--- config.mk ---
export PLATFORM = sky130hd
export DESIGN_NAME = message_scroller
export DESIGN_NICKNAME = d
export VERILOG_FILES = /design/src/rtl/message_scroller.sv
export SDC_FILE = /design/constraint.sdc
export NUM_CORES = 1
export LEC_CHECK = 0
export BUFFER_PORTS_ARGS = -buffer_cell sky130_fd_sc_hd__buf_4
export CAP_MARGIN = 20
export CORE_MARGIN = 2
export CORE_UTILIZATION = 35
export DETAILED_ROUTE_END_ITERATION = 12
export HOLD_SLACK_MARGIN = 0.15
export PLACE_DENSITY = 0.48
export SLEW_MARGIN = 25
export SYNTH_ARGS = -nofsm -noshare
export SYNTH_HDL_FRONTEND = slang
export SYNTH_SLANG_ARGS = --single-unit
--- constraint.sdc ---
create_clock -name Clk -period 5.9 [get_ports Clk]
set_input_delay 1.18 -clock Clk [delete_from_list [all_inputs] [get_ports Clk]]
set_output_delay 1.18 -clock Clk [all_outputs]
set_load 0.02 [all_outputs]
--- src/rtl/message_scroller.sv ---
// message_scroller
// ----------------
// Scrolls the word SUCCESS or ERROR right-to-left across a 4-digit,
// time-multiplexed seven-segment display. Every cycle it presents one letter
// code for the shared decoder together with the matching active-low digit
// select.
//
// Handshake: Start is a request that is accepted only on an edge where the
// FSM is IDLE. Busy is the inverse of "ready": while Busy=1 every Start is
// dropped. Pass is captured only on the accepting edge. Done is a one-cycle
// completion pulse and needs no acknowledge.
//
// Ports
//   Clk          in   system clock, rising edge
//   nReset       in   synchronous, active-low reset
//   Start        in   scroll request
//   Pass         in   message select on accept: 1 = SUCCESS, 0 = ERROR
//   Loop         in   sampled at the end of each pass: 1 = scroll again
//   Code[2:0]    out  letter code E=0 R=1 O=2 S=3 U=4 C=5 blank=6
//   DigitSel[3:0]out  active-low one-hot digit enable, bit 0 = rightmost
//   Busy         out  high while a scroll is in progress
//   Done         out  one-cycle pulse when a scroll finishes
//   o_dbg_state  out  current FSM state (IDLE=0, SCROLL=1, DONE=2)
module message_scroller #(
  parameter int TICK_DIV = 25_000_000,
  parameter int MUX_DIV  = 50_000
) (
  input  logic       Clk,
  input  logic       nReset,
  input  logic       Start,
  input  logic       Pass,
  input  logic       Loop,
  output logic [2:0] Code,
  output logic [3:0] DigitSel,
  output logic       Busy,
  output logic       Done,
  output logic [1:0] o_dbg_state
);

  localparam int TW = (TICK_DIV > 1) ? $clog2(TICK_DIV) : 1;
  localparam int MW = (MUX_DIV > 1) ? $clog2(MUX_DIV) : 1;

  localparam logic [TW-1:0] TICK_LAST = TW'(TICK_DIV - 1);
  localparam logic [MW-1:0] MUX_LAST  = MW'(MUX_DIV - 1);

  localparam logic [1:0] S_IDLE   = 2'd0;
  localparam logic [1:0] S_SCROLL = 2'd1;
  localparam logic [1:0] S_DONE   = 2'd2;

  localparam logic [2:0] C_BLANK = 3'd6;

  logic [1:0]    r_state;
  logic          r_msg;      // 1 = SUCCESS, 0 = ERROR
  logic [3:0]    r_p;        // window position
  logic [TW-1:0] r_tick;     // scroll step counter
  logic [MW-1:0] r_mux;      // refresh slot counter
  logic [1:0]    r_d;        // digit currently refreshed
  logic [2:0]    r_code;
  logic [3:0]    r_sel;
  logic          r_busy;
  logic          r_done;

  logic [1:0] w_next_state;
  logic       w_tick_tc;
  logic       w_mux_tc;
  logic [3:0] w_last_p;
  logic [4:0] w_end;
  logic [4:0] w_idx;
  logic [4:0] w_off;
  logic [2:0] w_letter;

  assign w_tick_tc = (r_tick == TICK_LAST);
  assign w_mux_tc  = (r_mux == MUX_LAST);

  // Last window position is L+4: 11 for SUCCESS (L=7), 9 for ERROR (L=5).
  assign w_last_p = r_msg ? 4'd11 : 4'd9;
  // First trailing-blank index in the padded string (also L+4).
  assign w_end    = r_msg ? 5'd11 : 5'd9;

  // Padded string index shown on digit d: p+3-d. Never negative since d<=3.
  assign w_idx = {1'b0, r_p} + 5'd3 - {3'b000, r_d};
  assign w_off = w_idx - 5'd4;

  // Padded string lookup: 4 leading blanks, message, trailing blanks.
  always_comb begin
    w_letter = C_BLANK;
    if (w_idx >= 5'd4 && w_idx < w_end) begin
      if (r_msg) begin
        case (w_off)
          5'd0:    w_letter = 3'd3;  // S
          5'd1:    w_letter = 3'd4;  // U
          5'd2:    w_letter = 3'd5;  // C
          5'd3:    w_letter = 3'd5;  // C
          5'd4:    w_letter = 3'd0;  // E
          5'd5:    w_letter = 3'd3;  // S
          5'd6:    w_letter = 3'd3;  // S
          default: w_letter = C_BLANK;
        endcase
      end else begin
        case (w_off)
          5'd0:    w_letter = 3'd0;  // E
          5'd1:    w_letter = 3'd1;  // R
          5'd2:    w_letter = 3'd1;  // R
          5'd3:    w_letter = 3'd2;  // O
          5'd4:    w_letter = 3'd1;  // R
          default: w_letter = C_BLANK;
        endcase
      end
    end
  end

  always_comb begin
    w_next_state = r_state;
    case (r_state)
      S_IDLE:   if (Start) w_next_state = S_SCROLL;
      S_SCROLL: if (w_tick_tc && (r_p == w_last_p) && !Loop) w_next_state = S_DONE;
      S_DONE:   w_next_state = S_IDLE;
      default:  w_next_state = S_IDLE;
    endcase
  end

  always_ff @(posedge Clk) begin
    if (!nReset) begin
      r_state <= S_IDLE;
      r_msg   <= 1'b0;
      r_p     <= 4'd0;
      r_tick  <= '0;
      r_mux   <= '0;
      r_d     <= 2'd0;
      r_code  <= C_BLANK;
      r_sel   <= 4'b1111;
      r_busy  <= 1'b0;
      r_done  <= 1'b0;
    end else begin
      r_state <= w_next_state;
      // Busy follows the next state so it rises on the accepting edge and
      // falls on the edge that leaves DONE, together with Done.
      r_busy  <= (w_next_state != S_IDLE);
      r_done  <= (r_state == S_DONE);

      // Code and DigitSel come from the same registered view of p/d, so the
      // pair always changes together.
      if (r_state == S_SCROLL) begin
        r_code <= w_letter;
        r_sel  <= ~(4'b0001 << r_d);
      end else begin
        r_code <= C_BLANK;
        r_sel  <= 4'b1111;
      end

      case (r_state)
        S_IDLE: begin
          if (Start) begin
            r_msg  <= Pass;
            r_p    <= 4'd0;
            r_tick <= '0;
            r_mux  <= '0;
            r_d    <= 2'd0;
          end
        end
        S_SCROLL: begin
          if (w_tick_tc) begin
            r_tick <= '0;
            if (r_p != w_last_p) begin
              r_p <= r_p + 4'd1;
            end else if (Loop) begin
              r_p <= 4'd0;
            end
          end else begin
            r_tick <= r_tick + TW'(1);
          end

          // Refresh runs independently of scroll steps and across loop wraps.
          if (w_mux_tc) begin
            r_mux <= '0;
            r_d   <= r_d + 2'd1;
          end else begin
            r_mux <= r_mux + MW'(1);
          end
        end
        default: begin
        end
      endcase
    end
  end

  assign Code        = r_code;
  assign DigitSel    = r_sel;
  assign Busy        = r_busy;
  assign Done        = r_done;
  assign o_dbg_state = r_state;

endmodule

==> qor.txt <==
Outcome: finished, final reports clean
VDD IR max: 0.0000796 V
Initial core utilization: 0.358
R2R setup slack: 2.97 ns
Rel. slew slack: 0.506
Type of destination of the critical path: flop
Crit path largest cell delay: 0.57 ns
Worst Hold Path Cells: 1
HP Start: r_mux[15]
EDFF count, synth: 0
Max-slew violations: 0
Cell count of the worst reg-to-reg path: 8
Buffers on Ports: 15
Post-CTS setup buffers: 0
Crit path top cell by count: ha_1
Post-synth top flop: dfxtp_1
P_sw: 219 µW
Most frequent cells in the layout: dfxtp_1 (59), nand2_1 (34), nor2_1 (31)
Final std cells w/o fill: 518
Final hold slack: 0.485 ns
Final hold violation count: 0
Clk_skew: 0.0112 ns
Clock Tree Buf Depth: 2
Fmax: 0.341 GHz
CTS buffer count: 9
CP max-delay cell: a2111oi_0
Placement row count: 35
Seq/Total Area, Yosys: 0.361
Detailed Route Iter0 Violations: 170
Total Wirelength: 8170 µm
First-pass GRT wire length: 14,200 µm
Register share of total power: 0.500
GPL Wtd Cong: 0.763
CTS H-tree lvls: 3
DP Cell Count: 502
Initial antenna violation count: 0
Share of cells above drive strength 1: 0.111
Ys Warns: 0
Library cells used by synthesis: 58
Die width: 101 µm
Clock Pin Slew Worst Setup and Hold Paths: 0.08 ns
Logic pwr share: 0.071
CTS tree: built
Critical Path Start: r_d[1]
Die height: 101 µm
Finished Core Util: 0.399
Register Area: 1180 µm²
Register bit total from synthesis: 59
Reg-to-reg endpoint: Code[0]
Clk pwr share: 0.430
Max-cap violations: 0
DRT Pass-1 Iters: 4
Largest net degree at the start of global routing: 33
Worst Max-Slew Pin Slew: 0.740 ns
Critical path peak fanout: 12
Pre-CTS setup slack: 2.77 ns
Diode count: 0
Clk Latency, worst-skew pair: 0.34 ns
Switching share of power: 0.268
Leakage: 0.00136 µW
Ratio of final minimum period to clock period: 0.497
WL/cell: 15.8 µm
Setup Viol. Count Final: 0
Largest delay share family, worst path: adder cells
Internal power: 597 µW
Startpoint of the worst register-to-register path: r_d[1]
Antenna Violating Nets Remaining: 0
Total global routing overflow: 0
Critical path arrival: 3.17 ns
Hold buffers post-CTS: 0
Worst hold endpoint: r_mux[15]
Total die area: 10,100 µm²
Fillcell total: 966
Post-Syn Area: 3280 µm²
CORE AREA: 9150 µm²
Commonest non-fill, non-tap cell in the layout: dfxtp_1
CP Launch Type: flop
Total number of vias: 3,012
# IOs: 16
Crit path time final: 2.93 ns
WS Path Type: flop to flop
Avg Vias per Cell: 5.81
DP HPWL: 5660 µm
Cts repair resizes: 0
Global routing usage summed across all routing layers: 0.175
PwrDens: 223 nW/µm²
Critical Path, Cell by Cell: inv_1, ha_1, ha_1, fa_1, nand3b_1, a2111oi_0, o211ai_1, a221oi_1
RSZ-0062 raised after global routing: false
Area of the multi-input gates: 1970 µm²
Buffer and inverter count on the worst path: 1
CP required: 6.14 ns
Syn_area_per_cell: 8.33 µm²
Area delta synth->final: 11.5%
Setup TNS: 0 ns
Synthesized Nets: 411
Residual DRC count: 0
Vias in the first global route: 2,850
Post-Syn Instances: 393
Hold crit path type: flop to flop
Worst Slack Setup Final: 2.97 ns
Clk sinks: 59
Ys async rst share: 0
CTS root buf: clkbuf_8
Nets@finish: 420
Yosys cell counts (2+ instances only):
master / count / area share
nand3_1: 20 / 0.031
nor2b_1: 3 / 0.0057
nand4_1: 11 / 0.021
a21oi_1: 21 / 0.032
dfxtp_1: 59 / 0.36
and4_1: 6 / 0.016
a211oi_1: 2 / 0.0046
a311oi_1: 2 / 0.0053
a22oi_1: 3 / 0.0069
nand4b_1: 3 / 0.0080
o31a_1: 3 / 0.0080
inv_1: 13 / 0.015
nor2_1: 32 / 0.037
ha_1: 12 / 0.046
and2_1: 3 / 0.0057
and3b_1: 2 / 0.0053
nand2b_1: 6 / 0.011
a32oi_1: 6 / 0.016
and4b_1: 2 / 0.0061
nor4_1: 4 / 0.0076
xor2_1: 6 / 0.016
clkbuf_1: 10 / 0.011
nor4bb_1: 2 / 0.0061
o21ai_0: 20 / 0.031
mux2i_1: 2 / 0.0061
nor3b_1: 4 / 0.0092
buf_2: 8 / 0.012
nand2_1: 34 / 0.039
or4_1: 2 / 0.0046
nor3_1: 9 / 0.014
or2_2: 3 / 0.0057
xnor2_1: 3 / 0.0080
o211ai_1: 4 / 0.0092
a31oi_1: 23 / 0.044
and3_1: 13 / 0.025
nor4_4: 3 / 0.019
o221a_2: 2 / 0.0069
a22o_1: 8 / 0.021
a41oi_1: 2 / 0.0053
nand3b_1: 4 / 0.0092
per-layer routing:
metal	vias to the layer above	track usage	wire length (µm)	part of all wire
li1	1513	-	-	-
met3	7	0.0395	257	0.031
met5	-	0	0	0
met4	0	0.0590	80	0.0098
met2	45	0.274	3770	0.46
met1	1447	0.239	4070	0.50
area by class of cell:
type	count	area share
Clock inverter	5	0.00994
Clock buffer	11	0.0415
Tap cell	111	0.0380
Inverter	14	0.0144
Sequential cell	59	0.324
Timing Repair Buffer	16	0.0329
Multi-Input combinational cell	302	0.540
worst register-to-register path, cell delays in order, from the launching register on:
cell and delay, ns:
dfxtp_1 0.38, inv_1 0.10, ha_1 0.28, ha_1 0.23
fa_1 0.55, nand3b_1 0.28, a2111oi_0 0.57, o211ai_1 0.16
a221oi_1 0.28
power by group through the flow:
stage | logic (µW) | clock network, µW | registers (µW)
4_1_cts | 58.1 | 361 | 408
5_1_grt | 65.6 | 376 | 409
3_5_place_dp | 58.1 | 0 | 417
6_report | 57.6 | 350 | 408
2_1_floorplan | 39.5 | 0 | 417
3_3_place_gp | 57.4 | 0 | 417
sequential cells by signal, indices dropped and copies added, names as in the netlist:
signal       count
r_tick          25
Code             3
o_dbg_state      2
r_mux           16
r_msg            1
r_d              2
Busy             1
Done             1
r_p              4
DigitSel         4
kinds of logic (layout without fill, tap and decap cells):
kind of cell	count (synthesis)	in the layout	share of synthesized area
xor gates and xnor gates	9	9	0.0241
DFF	59	59	0.361
muxes	2	2	0.00611
and+or+nand+nor	171	171	0.301
adders and majority gates	13	13	0.0519
AOI/OAI and AO/OA	107	107	0.217
buffers and inverters	32	46	0.0397
stage by stage:
| stage | power [µW] | cell area, µm² |
|---|---|---|
| 2_1_floorplan | 457 | 3280 |
| 5_1_grt | 851 | 3650 |
| 3_3_place_gp | 474 | 3460 |
| 3_5_place_dp | 475 | 3460 |
| 6_report | 816 | 3650 |
| 4_1_cts | 827 | 3650 |
how the worst max path moves through the flow:
stage	slack, ns	depth (start not counted)	to
floorplan	3.30	9	Code[0]
global placement	2.67	4	r_mux[3]
detailed placement	2.77	5	r_mux[10]
CTS	2.94	8	Code[0]
global route	2.66	8	Code[0]
finish	2.97	8	Code[0]
No activity file was read; power rests on OpenSTA's default activity.
